### src/rtl/serial_tx.sv
// Framed asynchronous serial transmitter: start bit, DATA_W data bits LSB first, stop bit.
// Define SERIAL_TX_PARITY_EN to insert an even-parity bit between the data and stop bits.
module serial_tx #(
  parameter int DATA_W       = 8,
  parameter int CLKS_PER_BIT = 4
) (
  input  logic              clk,
  input  logic              reset,
  input  logic              tx_valid,
  input  logic [DATA_W-1:0] tx_data,
  output logic              tx_ready,
  output logic              tx_out,
  output logic              tx_busy,
  output logic              tx_done
);

  localparam int BAUD_W = (CLKS_PER_BIT > 1) ? $clog2(CLKS_PER_BIT) : 1;
  localparam int IDX_W  = (DATA_W > 1) ? $clog2(DATA_W) : 1;

  localparam logic [BAUD_W-1:0] BAUD_LAST = BAUD_W'(CLKS_PER_BIT - 1);
  localparam logic [BAUD_W-1:0] BAUD_ONE  = BAUD_W'(1);
  localparam logic [IDX_W-1:0]  IDX_LAST  = IDX_W'(DATA_W - 1);
  localparam logic [IDX_W-1:0]  IDX_ONE   = IDX_W'(1);

  typedef enum logic [2:0] {
    IDLE   = 3'd0,
    START  = 3'd1,
    DATA   = 3'd2,
    STOP   = 3'd3
`ifdef SERIAL_TX_PARITY_EN
    ,
    PARITY = 3'd4
`endif
  } state_t;

  state_t              state_q, state_d;
  logic [BAUD_W-1:0]   baud_q, baud_d;
  logic [IDX_W-1:0]    idx_q, idx_d;
  logic [DATA_W-1:0]   shift_q, shift_d;
  logic                out_q, out_d;
  logic                done_q, done_d;
  logic                baud_last;
`ifdef SERIAL_TX_PARITY_EN
  logic                parity_q, parity_d;
`endif

  assign baud_last = (baud_q == BAUD_LAST);

  always_ff @(posedge clk or posedge reset) begin
    if (reset) begin
      state_q  <= IDLE;
      baud_q   <= '0;
      idx_q    <= '0;
      shift_q  <= '0;
      out_q    <= 1'b1;
      done_q   <= 1'b0;
`ifdef SERIAL_TX_PARITY_EN
      parity_q <= 1'b0;
`endif
    end else begin
      state_q  <= state_d;
      baud_q   <= baud_d;
      idx_q    <= idx_d;
      shift_q  <= shift_d;
      out_q    <= out_d;
      done_q   <= done_d;
`ifdef SERIAL_TX_PARITY_EN
      parity_q <= parity_d;
`endif
    end
  end

  always_comb begin
    state_d  = state_q;
    baud_d   = baud_q;
    idx_d    = idx_q;
    shift_d  = shift_q;
    done_d   = 1'b0;
    out_d    = 1'b1;
`ifdef SERIAL_TX_PARITY_EN
    parity_d = parity_q;
`endif

    case (state_q)
      IDLE: begin
        if (tx_valid) begin
          shift_d  = tx_data;
          baud_d   = '0;
          idx_d    = '0;
          state_d  = START;
`ifdef SERIAL_TX_PARITY_EN
          parity_d = ^tx_data;
`endif
        end
      end
      START: begin
        if (baud_last) begin
          baud_d  = '0;
          state_d = DATA;
        end else begin
          baud_d  = baud_q + BAUD_ONE;
        end
      end
      DATA: begin
        if (baud_last) begin
          baud_d  = '0;
          shift_d = shift_q >> 1;
          if (idx_q == IDX_LAST) begin
            idx_d   = '0;
`ifdef SERIAL_TX_PARITY_EN
            state_d = PARITY;
`else
            state_d = STOP;
`endif
          end else begin
            idx_d   = idx_q + IDX_ONE;
          end
        end else begin
          baud_d  = baud_q + BAUD_ONE;
        end
      end
`ifdef SERIAL_TX_PARITY_EN
      PARITY: begin
        if (baud_last) begin
          baud_d  = '0;
          state_d = STOP;
        end else begin
          baud_d  = baud_q + BAUD_ONE;
        end
      end
`endif
      STOP: begin
        if (baud_last) begin
          baud_d  = '0;
          state_d = IDLE;
          done_d  = 1'b1;
        end else begin
          baud_d  = baud_q + BAUD_ONE;
        end
      end
      default: begin
        state_d = IDLE;
        baud_d  = '0;
        idx_d   = '0;
      end
    endcase

    // Line level is derived from the upcoming state so the registered output
    // lines up with the state it belongs to, without a combinational tail.
    case (state_d)
      START:   out_d = 1'b0;
      DATA:    out_d = shift_d[0];
`ifdef SERIAL_TX_PARITY_EN
      PARITY:  out_d = parity_d;
`endif
      default: out_d = 1'b1;
    endcase
  end

  assign tx_ready = (state_q == IDLE);
  assign tx_busy  = (state_q != IDLE);
  assign tx_out   = out_q;
  assign tx_done  = done_q;

endmodule

### config.mk
export PLATFORM = sky130hd
export DESIGN_NAME = serial_tx
export DESIGN_NICKNAME = d
export VERILOG_FILES = /design/src/rtl/serial_tx.sv
export SDC_FILE = /design/constraint.sdc
export NUM_CORES = 1
export LEC_CHECK = 0
export BUFFER_PORTS_ARGS = -buffer_cell sky130_fd_sc_hd__buf_2
export CAP_MARGIN = 10
export CORE_MARGIN = 5
export CORE_UTILIZATION = 58
export CTS_CLUSTER_SIZE = 14
export DETAILED_ROUTE_END_ITERATION = 8
export GPL_TIMING_DRIVEN = 1
export PLACE_DENSITY_LB_ADDON = 0.08
export SYNTH_ARGS = -nofsm -noshare
export SYNTH_HDL_FRONTEND = slang
export SYNTH_SLANG_ARGS = --single-unit
### constraint.sdc
create_clock -name clk -period 3.25 [get_ports clk]
set_input_delay 0.325 -clock clk [delete_from_list [all_inputs] [get_ports clk]]
set_output_delay 0.325 -clock clk [all_outputs]
set_load 0.02 [all_outputs]
==> results of run 1 <==
worst max-delay path, stage by stage, from the launching register on:
cell     delay [ns]
dfrtp_1        0.51
or3_1          0.43
inv_1          0.06
buf_2          0.15
per-layer routing:
layer / vias to the layer above / track usage
met4: 0 / 0.0655
met2: 14 / 0.251
li1: 363 / -
met1: 326 / 0.204
met5: - / 0
met3: 3 / 0.0355
kinds of logic (layout without fill, tap and decap cells):
group                    count (synthesis)  after routing  synth area share
flip-flops                              18             18             0.483
XOR/XNOR                                 1              1           0.00936
multiplexers                             3              3            0.0481
AO/OA/AOI/OAI                           26             26             0.170
AND/OR/NAND/NOR                         31             31             0.179
adder cells (fa/ha/maj)                  3              3            0.0401
buffers and inverters                   14             29            0.0668
other                                    1              1           0.00401
cells in the final DEF (no fill, tap or decap), types with 2 or more instances in the layout:
cell       n
dfrtp_1   17
o21ai_0    8
a21oi_1    7
nor3_1     4
nand2_1    5
or2_4      2
mux2_4     3
clkbuf_4   3
ha_1       3
a22oi_1    6
nor2_1     9
buf_2     14
inv_1     11
cell type report:
| class | instances | area (um2) | area share |
|---|---|---|---|
| inverters | 11 | 41.3 | 0.0397 |
| well taps | 16 | 20.0 | 0.0192 |
| multi-input cells | 65 | 422 | 0.405 |
| clock buffers | 4 | 36.3 | 0.0349 |
| flip-flops and latches | 18 | 452 | 0.434 |
| repair buffers | 14 | 70.1 | 0.0673 |
state kept, by name (all words and copies together), names as in the netlist:
| name | flops |
|---|---|
| tx_done | 1 |
| tx_out | 1 |
| baud_q | 2 |
| state_q | 3 |
| idx_q | 3 |
| shift_q | 8 |
power groups by stage:
| stage | sequential (mW) | clock, mW | combinational (mW) |
|---|---|---|---|
| floorplan | 0.262 | 0 | 0.0541 |
| global placement | 0.266 | 0 | 0.0669 |
| detailed placement | 0.267 | 0 | 0.0688 |
| CTS | 0.263 | 0.144 | 0.0697 |
| global route | 0.267 | 0.157 | 0.0789 |
| finish | 0.263 | 0.140 | 0.0687 |
through the flow:
step / worst slack, ns / hold slack [ns] / cell area (um2)
2_1_floorplan: 1.75 / 0.263 / 936
4_1_cts: 1.47 / 0.121 / 1040
6_report: 1.49 / 0.104 / 1040
3_3_place_gp: 1.70 / 0.437 / 1000
3_5_place_dp: 1.67 / 0.449 / 1000
5_1_grt: 1.38 / 0.151 / 1040
final timing paths:
| check | end | startpoint | cells past startpoint |
|---|---|---|---|
| min | idx_q[2]$_DFFE_PP0P_ | reset | 2 |
| max reg2reg | idx_q[0]$_DFFE_PP0P_ | baud_q[0]$_DFFE_PP0P_ | 5 |
| max in group asynchronous | state_q[0]$_DFF_PP0_ | reset | 2 |
| min reg2reg | shift_q[4]$_DFFE_PP0P_ | shift_q[5]$_DFFE_PP0P_ | 2 |
| min in group clk | shift_q[7]$_DFFE_PP0P_ | tx_data[7] | 3 |
| max | tx_ready | state_q[2]$_DFF_PP0_ | 3 |
==> flow_metrics.tcl, run 1 <==
set metrics [dict create \
    cts_setup_buffers 0 \
    fin_crit_ns 1.76 \
    cts_tree "built" \
    finalNonFillerCells 128 \
    cts_buffers 3 \
    synth_nets 111 \
    num-fill-cells 133 \
    grt_overflow 0 \
    rsz0062_at_grt "no" \
    synth_cell_types 32 \
    grt_pass1_vias 704 \
    swShare 0.270 \
    wl_met2_um 830 \
    ff2ff_setup_slack_ns 1.65 \
    syn2layout_area_growth_pct 11.2 \
    cts_resized 0 \
    seq_area_frac_synth 0.483 \
    synth_top_area_frac 0.455 \
    p_clk_frac 0.297 \
    dp.cells 124 \
    htreeDepth 1 \
    antenna_left 0 \
    drive_gt1_frac 0.232 \
    m1WireLength_um 788 \
    io_pins 15 \
    end_kind "output port" \
    cts.path.max_buffers 2 \
    yosys.area.top_type "dfrtp_1" \
    start_util 0.614 \
    die_w_um 50.2 \
    hold_viol 0 \
    max_freq_ghz 0.567 \
    dr.pass1.iters 4 \
    synth_common_cells "dfrtp_1, inv_1, nor2_1" \
    cp.required_ns 2.92 \
    wl_met3_um 70 \
    vias 706 \
    leakage_nw 0.523 \
    critPathLaunchType "flop" \
    clk_latency_ns 0.30 \
    holdBufCountCts 0 \
    path_max_fanout 11 \
    drtIter0Drc 18 \
    coreArea_mm2 0.00152 \
    antenna_cells 0 \
    syn_avg_cell_area_um2 9.65 \
    hp-class "primary input to async pin" \
    ir_drop_mv 0.334 \
    cap_viol_max_count 0 \
    synthCells 97 \
    port_buffers 14 \
    hpwl_um 1230 \
    worst_slew_pin_slew_ns 0.659 \
    syn-cell-area_um2 936 \
    layout.nets 127 \
    clkTransAtPathRegs_ns 0.10 \
    timing.clock.skew_ns 0.000574 \
    finalPower_uw 472 \
    wirelength_um 1720 \
    async_reset_ff_frac 1.00 \
    p_per_area_mw_per_mm2 453 \
    synth_area_leaders "dfrtp_1, a22oi_1, mux2_4" \
    synth_edf_count 0 \
    grt_max_degree 19 \
    maxSlewViolCount 0 \
    combPwrFrac 0.146 \
    num_rows 14 \
    seq_power_share 0.557 \
    drc 0 \
    utilization 0.683 \
    wl_per_cell_um 13.4 \
    synth.ff_latch_count 18 \
    intPower_uw 345 \
    criticalPathCategory "flop to output port" \
    antenna_found_initial 0 \
    tns_ns 0 \
    switchingPower_uw 127 \
    gp_congestion 0.773 \
    die_y_um 50.2 \
    setup_viol 0 \
    arrival_ns 1.44 \
    outcome "completed" \
    grt_pass1_wl_um 3060 \
    cts_sinks 18 \
    top_layer_used "met4" \
    slew_headroom 0.560 \
    synth_flop_cell "dfrtp_1" \
    grt_use_total 0.157 \
    root_buffer "clkbuf_4" \
    drt-vias-per-instance 5.52 \
    dieArea_mm2 0.00252 \
    post-route-period-util 0.542 \
    ys.warnings.count 0 \
    synth_most_common_cell "dfrtp_1" \
]
Note: power is estimated with default switching activity, not from simulation.
==> run 2, diff against run 1 <==
Settings changed: CORE_UTILIZATION 58 to 48.
Clock period 3.25 ns to 1.6 ns, I/O delays scaled along.
==> run 2 against run 1 <==
  * Largest power group unchanged
  * Final area rose by 8.2%
  * Clock power rose by 100%
  * First-iteration DRC count fell by 61%
  * Worst hold slack got worse by 0.030 ns
  * Die area rose by 17%
  * Sequential cell count did not move
  * Critical endpoint is now tx_out$_DFF_PP1_
  * Largest cell class unchanged
  * Register-to-register slack got worse by 1.6 ns
  * Core utilization fell by 9.1 points
  * Total power rose by 100%
  * Final cell count rose by 15%
==> flow_metrics.tcl, run 2 (synthesis gave the netlist of run 1 again) <==
set metrics [dict create \
    hpwl_um 1270 \
    gp_congestion 0.814 \
    drt-vias-per-instance 4.90 \
    met2_usage 0.217 \
    reg.largest.list "shift_q: 8 flops, idx_q: 3 flops, state_q: 3 flops" \
    min_from "tx_data[7]" \
    cts.path.max_buffers 2 \
    vias 720 \
    grt_overflow 0 \
    ir_drop_mv 0.417 \
    clkTransAtPathRegs_ns 0.11 \
    port_buffers 14 \
    layout.nets 135 \
    p_per_area_mw_per_mm2 856 \
    clk_latency_ns 0.29 \
    slew_headroom 0.557 \
    r2r_start "idx_q[0]$_DFFE_PP0P_" \
    worst_slew_pin_slew_ns 0.663 \
    fin_ws_ns 0.0720 \
    final_common_cell "dfrtp_1" \
    r2r_end "tx_out$_DFF_PP1_" \
    dr.pass1.iters 2 \
    grt_pass1_wl_um 2860 \
    combPwrFrac 0.155 \
    cp.required_ns 1.82 \
    cts_sinks 18 \
    critPathLaunchType "flop" \
    wirelength_um 1770 \
    end_kind "flop" \
    swShare 0.267 \
    dieArea_mm2 0.00293 \
    arrival_ns 1.75 \
    hold_path_end "shift_q[7]$_DFFE_PP0P_" \
    max_freq_ghz 0.654 \
    syn2layout_area_growth_pct 20.3 \
    gr-usage-met1 0.177 \
    grt_use_total 0.134 \
    ff2ff_setup_slack_ns 0.07 \
    drive_gt1_frac 0.292 \
    outcome "completed" \
    drc 0 \
    setup_viol 0 \
    hp-class "primary input to flop" \
    die_w_um 54.2 \
    grtUsageMet3 0.0332 \
    maxSlewViolCount 0 \
    htreeDepth 1 \
    p_clk_frac 0.292 \
    leakage_nw 0.563 \
    drtIter0Drc 7 \
    post-route-period-util 0.955 \
    antenna_found_initial 0 \
    cap_viol_max_count 0 \
    antenna_cells 0 \
    seq_power_share 0.553 \
    timing.clock.skew_ns 0.00260 \
    path_max_fanout 3 \
    grt_max_degree 19 \
    hold_viol 0 \
    num-fill-cells 169 \
    cts_buffers 3 \
    num_rows 16 \
    mostFrequentLayoutCells "dfrtp_1, buf_2, inv_1, nor2_1, o21ai_0" \
    cts_tree "built" \
    intPower_uw 707 \
    coreArea_mm2 0.00190 \
    largest_reg_flops 8 \
    tns_ns 0 \
    start_util 0.492 \
    wl_per_cell_um 12.0 \
    antenna_left 0 \
    die_y_um 54.2 \
    busiest_layer "met2" \
    root_buffer "clkbuf_4" \
    fin_crit_ns 1.53 \
    largest_register "shift_q" \
    criticalPathCategory "flop to flop" \
    pre_cts_ws_ns 0.102 \
    r2r_cells 6 \
    utilization 0.592 \
    io_pins 15 \
    whs_path_depth 3 \
    grt_pass1_vias 645 \
    switchingPower_uw 258 \
]
## run 2: final cells by class
type	instances	area (um2)	area share
Multi-Input combinational cell	65	422	0.374
Clock buffer	4	36.3	0.0322
Tap cell	27	33.8	0.0300
Timing Repair Buffer	22	139	0.123
Sequential cell	18	454	0.403
Inverter	11	41.3	0.0367
## run 2: layer usage
layer | share of wire | routed length [um] | up-vias
li1 | - | - | 380
met2 | 0.50 | 893 | 8
met5 | 0 | 0 | -
met1 | 0.46 | 821 | 332
met3 | 0.031 | 55 | 0
met4 | 0 | 0 | 0
## run 2: worst max path at each step
stage / from / to / cells after the start
after detailed placement: baud_q[0]$_DFFE_PP0P_ / idx_q[2]$_DFFE_PP0P_ / 5
after floorplan: baud_q[0]$_DFFE_PP0P_ / idx_q[0]$_DFFE_PP0P_ / 5
after CTS: state_q[1]$_DFF_PP0_ / tx_ready / 4
final: idx_q[0]$_DFFE_PP0P_ / tx_out$_DFF_PP1_ / 6
after global routing: idx_q[0]$_DFFE_PP0P_ / tx_out$_DFF_PP1_ / 6
after global placement: baud_q[0]$_DFFE_PP0P_ / idx_q[1]$_DFFE_PP0P_ / 5
## run 2: metrics by stage
stage / power, mW / std cells / hold slack (ns) / area, um2
after CTS: 0.967 / 145 / 0.0710 / 1100
final: 0.964 / 147 / 0.0738 / 1130
after detailed placement: 0.686 / 140 / 0.308 / 1060
after floorplan: 0.641 / 97 / 0.0978 / 936
after global routing: 1.02 / 147 / 0.0958 / 1130
after global placement: 0.681 / 140 / 0.298 / 1060
## run 2: what timing repair did
action,4_1_cts,5_1_grt
hold endpoints to repair,17,0
setup endpoints to repair,1,5
pin swaps,0,0
resized for setup,1,3
setup buffers,0,2
hold buffers,1,0
## run 2: power by group through the flow
stage          Sequential, mW  Combinational, mW  Clock [mW]
3_3_place_gp            0.541              0.140           0
2_1_floorplan           0.531              0.110           0
5_1_grt                 0.540              0.173       0.312
6_report                0.534              0.149       0.282
3_5_place_dp            0.543              0.143           0
4_1_cts                 0.535              0.145       0.287
## run 2: worst max-delay path: stages (launching register included)
cell	delay, ns
dfrtp_1	0.42
ha_1	0.20
ha_1	0.19
a21boi_0	0.19
a2bb2oi_1	0.11
nor4_1	0.23
o21bai_1	0.12
==> run 3, diff against run 2 <==
==> constraint.sdc (replaced) <==
create_clock -name clk -period 1.6 [get_ports clk]
set_input_delay 0.32 -clock clk [delete_from_list [all_inputs] [get_ports clk]]
set_output_delay 0.32 -clock clk [all_outputs]
set_load 0.02 [all_outputs]
==> run 3 against run 2 <==
  * Die area stayed put
  * Fmax decreased by 3.9%
  * Worst hold slack worse by 0.062 ns
  * Total power is 1.4% higher
  * Non-clock buffer count is 2 higher
  * Final cell count is 1.4% higher
  * Clock-buffer cell count unchanged
  * Final area grew 1.3%
  * Wire length up 3.3%
  * Combinational power is 11% higher
  * Critical path depth shrank 3
  * Largest cell class unchanged
  * Clock power is essentially flat
==> flow_metrics.tcl, run 3 (synthesis gave the netlist of run 1 again) <==
set metrics [dict create \
    r2r_cells 5 \
    grt_max_degree 19 \
    largest_register "shift_q" \
    whs_ns 0.0122 \
    num-fill-cells 184 \
    fin_ws_ns 0.00937 \
    clkTransAtPathRegs_ns 0.11 \
    grt_pass1_vias 786 \
    dp.cells 142 \
    grt_pass1_wl_um 3240 \
    cts_tree "built" \
    ff2ff_setup_slack_ns 0.10 \
    antenna_found_initial 0 \
    met2_usage 0.257 \
    ir_drop_mv 0.625 \
    criticalPathCategory "flop to output port" \
    max_freq_ghz 0.629 \
    tns_ns 0 \
    vias 765 \
    multiInputGateArea_um2 424 \
    post-route-period-util 0.994 \
    hpwl_um 1320 \
    grt_overflow 0 \
    arrival_ns 1.27 \
    slowest_delay_ns 0.41 \
    cts.path.max_buffers 2 \
    r2r_start "baud_q[0]$_DFFE_PP0P_" \
    gp_congestion 0.853 \
    cts_sinks 18 \
    utilization 0.600 \
    root_buffer "clkbuf_4" \
    reg.largest.list "shift_q: 8 flops, idx_q: 3 flops, state_q: 3 flops" \
    drc 0 \
    port_buffers 14 \
    placed_area_mm2 0.00107 \
    path_max_fanout 2 \
    grt_use_total 0.153 \
    timing.clock.skew_ns 0.00581 \
    syn2layout_area_growth_pct 21.9 \
    hold_viol 0 \
    maxSlewViolCount 0 \
    largest_reg_flops 8 \
    busiest_layer "met2" \
    num_rows 16 \
    finalPower_uw 977 \
    io_pins 15 \
    start_util 0.492 \
    grtUsageMet3 0.0249 \
    htreeDepth 1 \
    startpoint "state_q[1]$_DFF_PP0_" \
    r2r_end "idx_q[1]$_DFFE_PP0P_" \
    outcome "completed" \
    wirelength_um 1830 \
    cp.required_ns 1.28 \
    rsz0062_at_grt "yes" \
    antenna_cells 0 \
    gr-usage-met1 0.182 \
    path_cells "or3_1 > inv_1 > buf_6" \
    critPathLaunchType "flop" \
    pre_cts_ws_ns 0.139 \
    final_common_cell "dfrtp_1" \
    seqCellArea_um2 454 \
    slowest_stage "dfrtp_2" \
    leakage_nw 0.574 \
    end_kind "output port" \
    mostFrequentLayoutCells "dfrtp_1, buf_2, inv_1, buf_4" \
    wl_per_cell_um 12.3 \
    p_per_area_mw_per_mm2 857 \
    antenna_left 0 \
    die_y_um 54.2 \
    hp-class "primary input to async pin" \
    drive_gt1_frac 0.320 \
    cts_buffers 3 \
    drt-vias-per-instance 5.13 \
    fin_crit_ns 1.59 \
    fin_area_mm2 0.00114 \
    dieArea_mm2 0.00293 \
    die_w_um 54.2 \
    setup_viol 0 \
    layout.nets 137 \
    finalNonFillerCells 149 \
    clk_latency_ns 0.30 \
    drtIter0Drc 16 \
    cap_viol_max_count 0 \
    dr.pass1.iters 4 \
    coreArea_mm2 0.00190 \
    setup.worst_path.end "tx_ready" \
]
-- run 3: worst min-delay path by stage --
stage               startpoint                      to  slack (ns)  depth (start not counted)
finish                   reset  shift_q[4]$_DFFE_PP0P_        0.01                          3
global route             reset    shift_q[0]$_DFF_PP0_        0.03                          3
CTS                      reset    shift_q[0]$_DFF_PP0_       0.008                          3
detailed placement       reset  shift_q[5]$_DFFE_PP0P_        0.35                          3
global placement         reset       tx_done$_DFF_PP0_        0.34                          3
floorplan                reset   baud_q[0]$_DFFE_PP0P_        0.26                          1
-- run 3: metal layers --
metal | part of all wire | routed length [um]
met5 | 0 | 0
met4 | 0.019 | 34
met3 | 0.030 | 55
met2 | 0.50 | 913
met1 | 0.45 | 826
-- run 3: critical path, delay by kind of cell, from the launching register on --
kind	cells	cell delay [ns]
flops	1	0.41
simple gates	1	0.37
buf+inv	2	0.19
-- run 3: layout make-up --
cell class              instances  share of cell area
well taps                      27              0.0296
inverters                      11              0.0362
repair buffers                 24               0.133
clock buffers                   4              0.0318
flip-flops and latches         18               0.398
multi-input cells              65               0.372
-- run 3: what timing repair did --
item / 4_1_cts / 5_1_grt
resized for setup: 4 / 1
endpoints found under the setup margin: 2 / 5
cloned: 0 / 0
hold buffers: 0 / 0
setup buffers: 3 / 0
pin swaps: 1 / 0
-- run 3: power breakdown --
group / leakage (nW) / internal [mW] / switching [mW]
Combinational: 0.325 / 0.0750 / 0.0898
Sequential: 0.228 / 0.502 / 0.0261
Clock: 0.0210 / 0.139 / 0.146
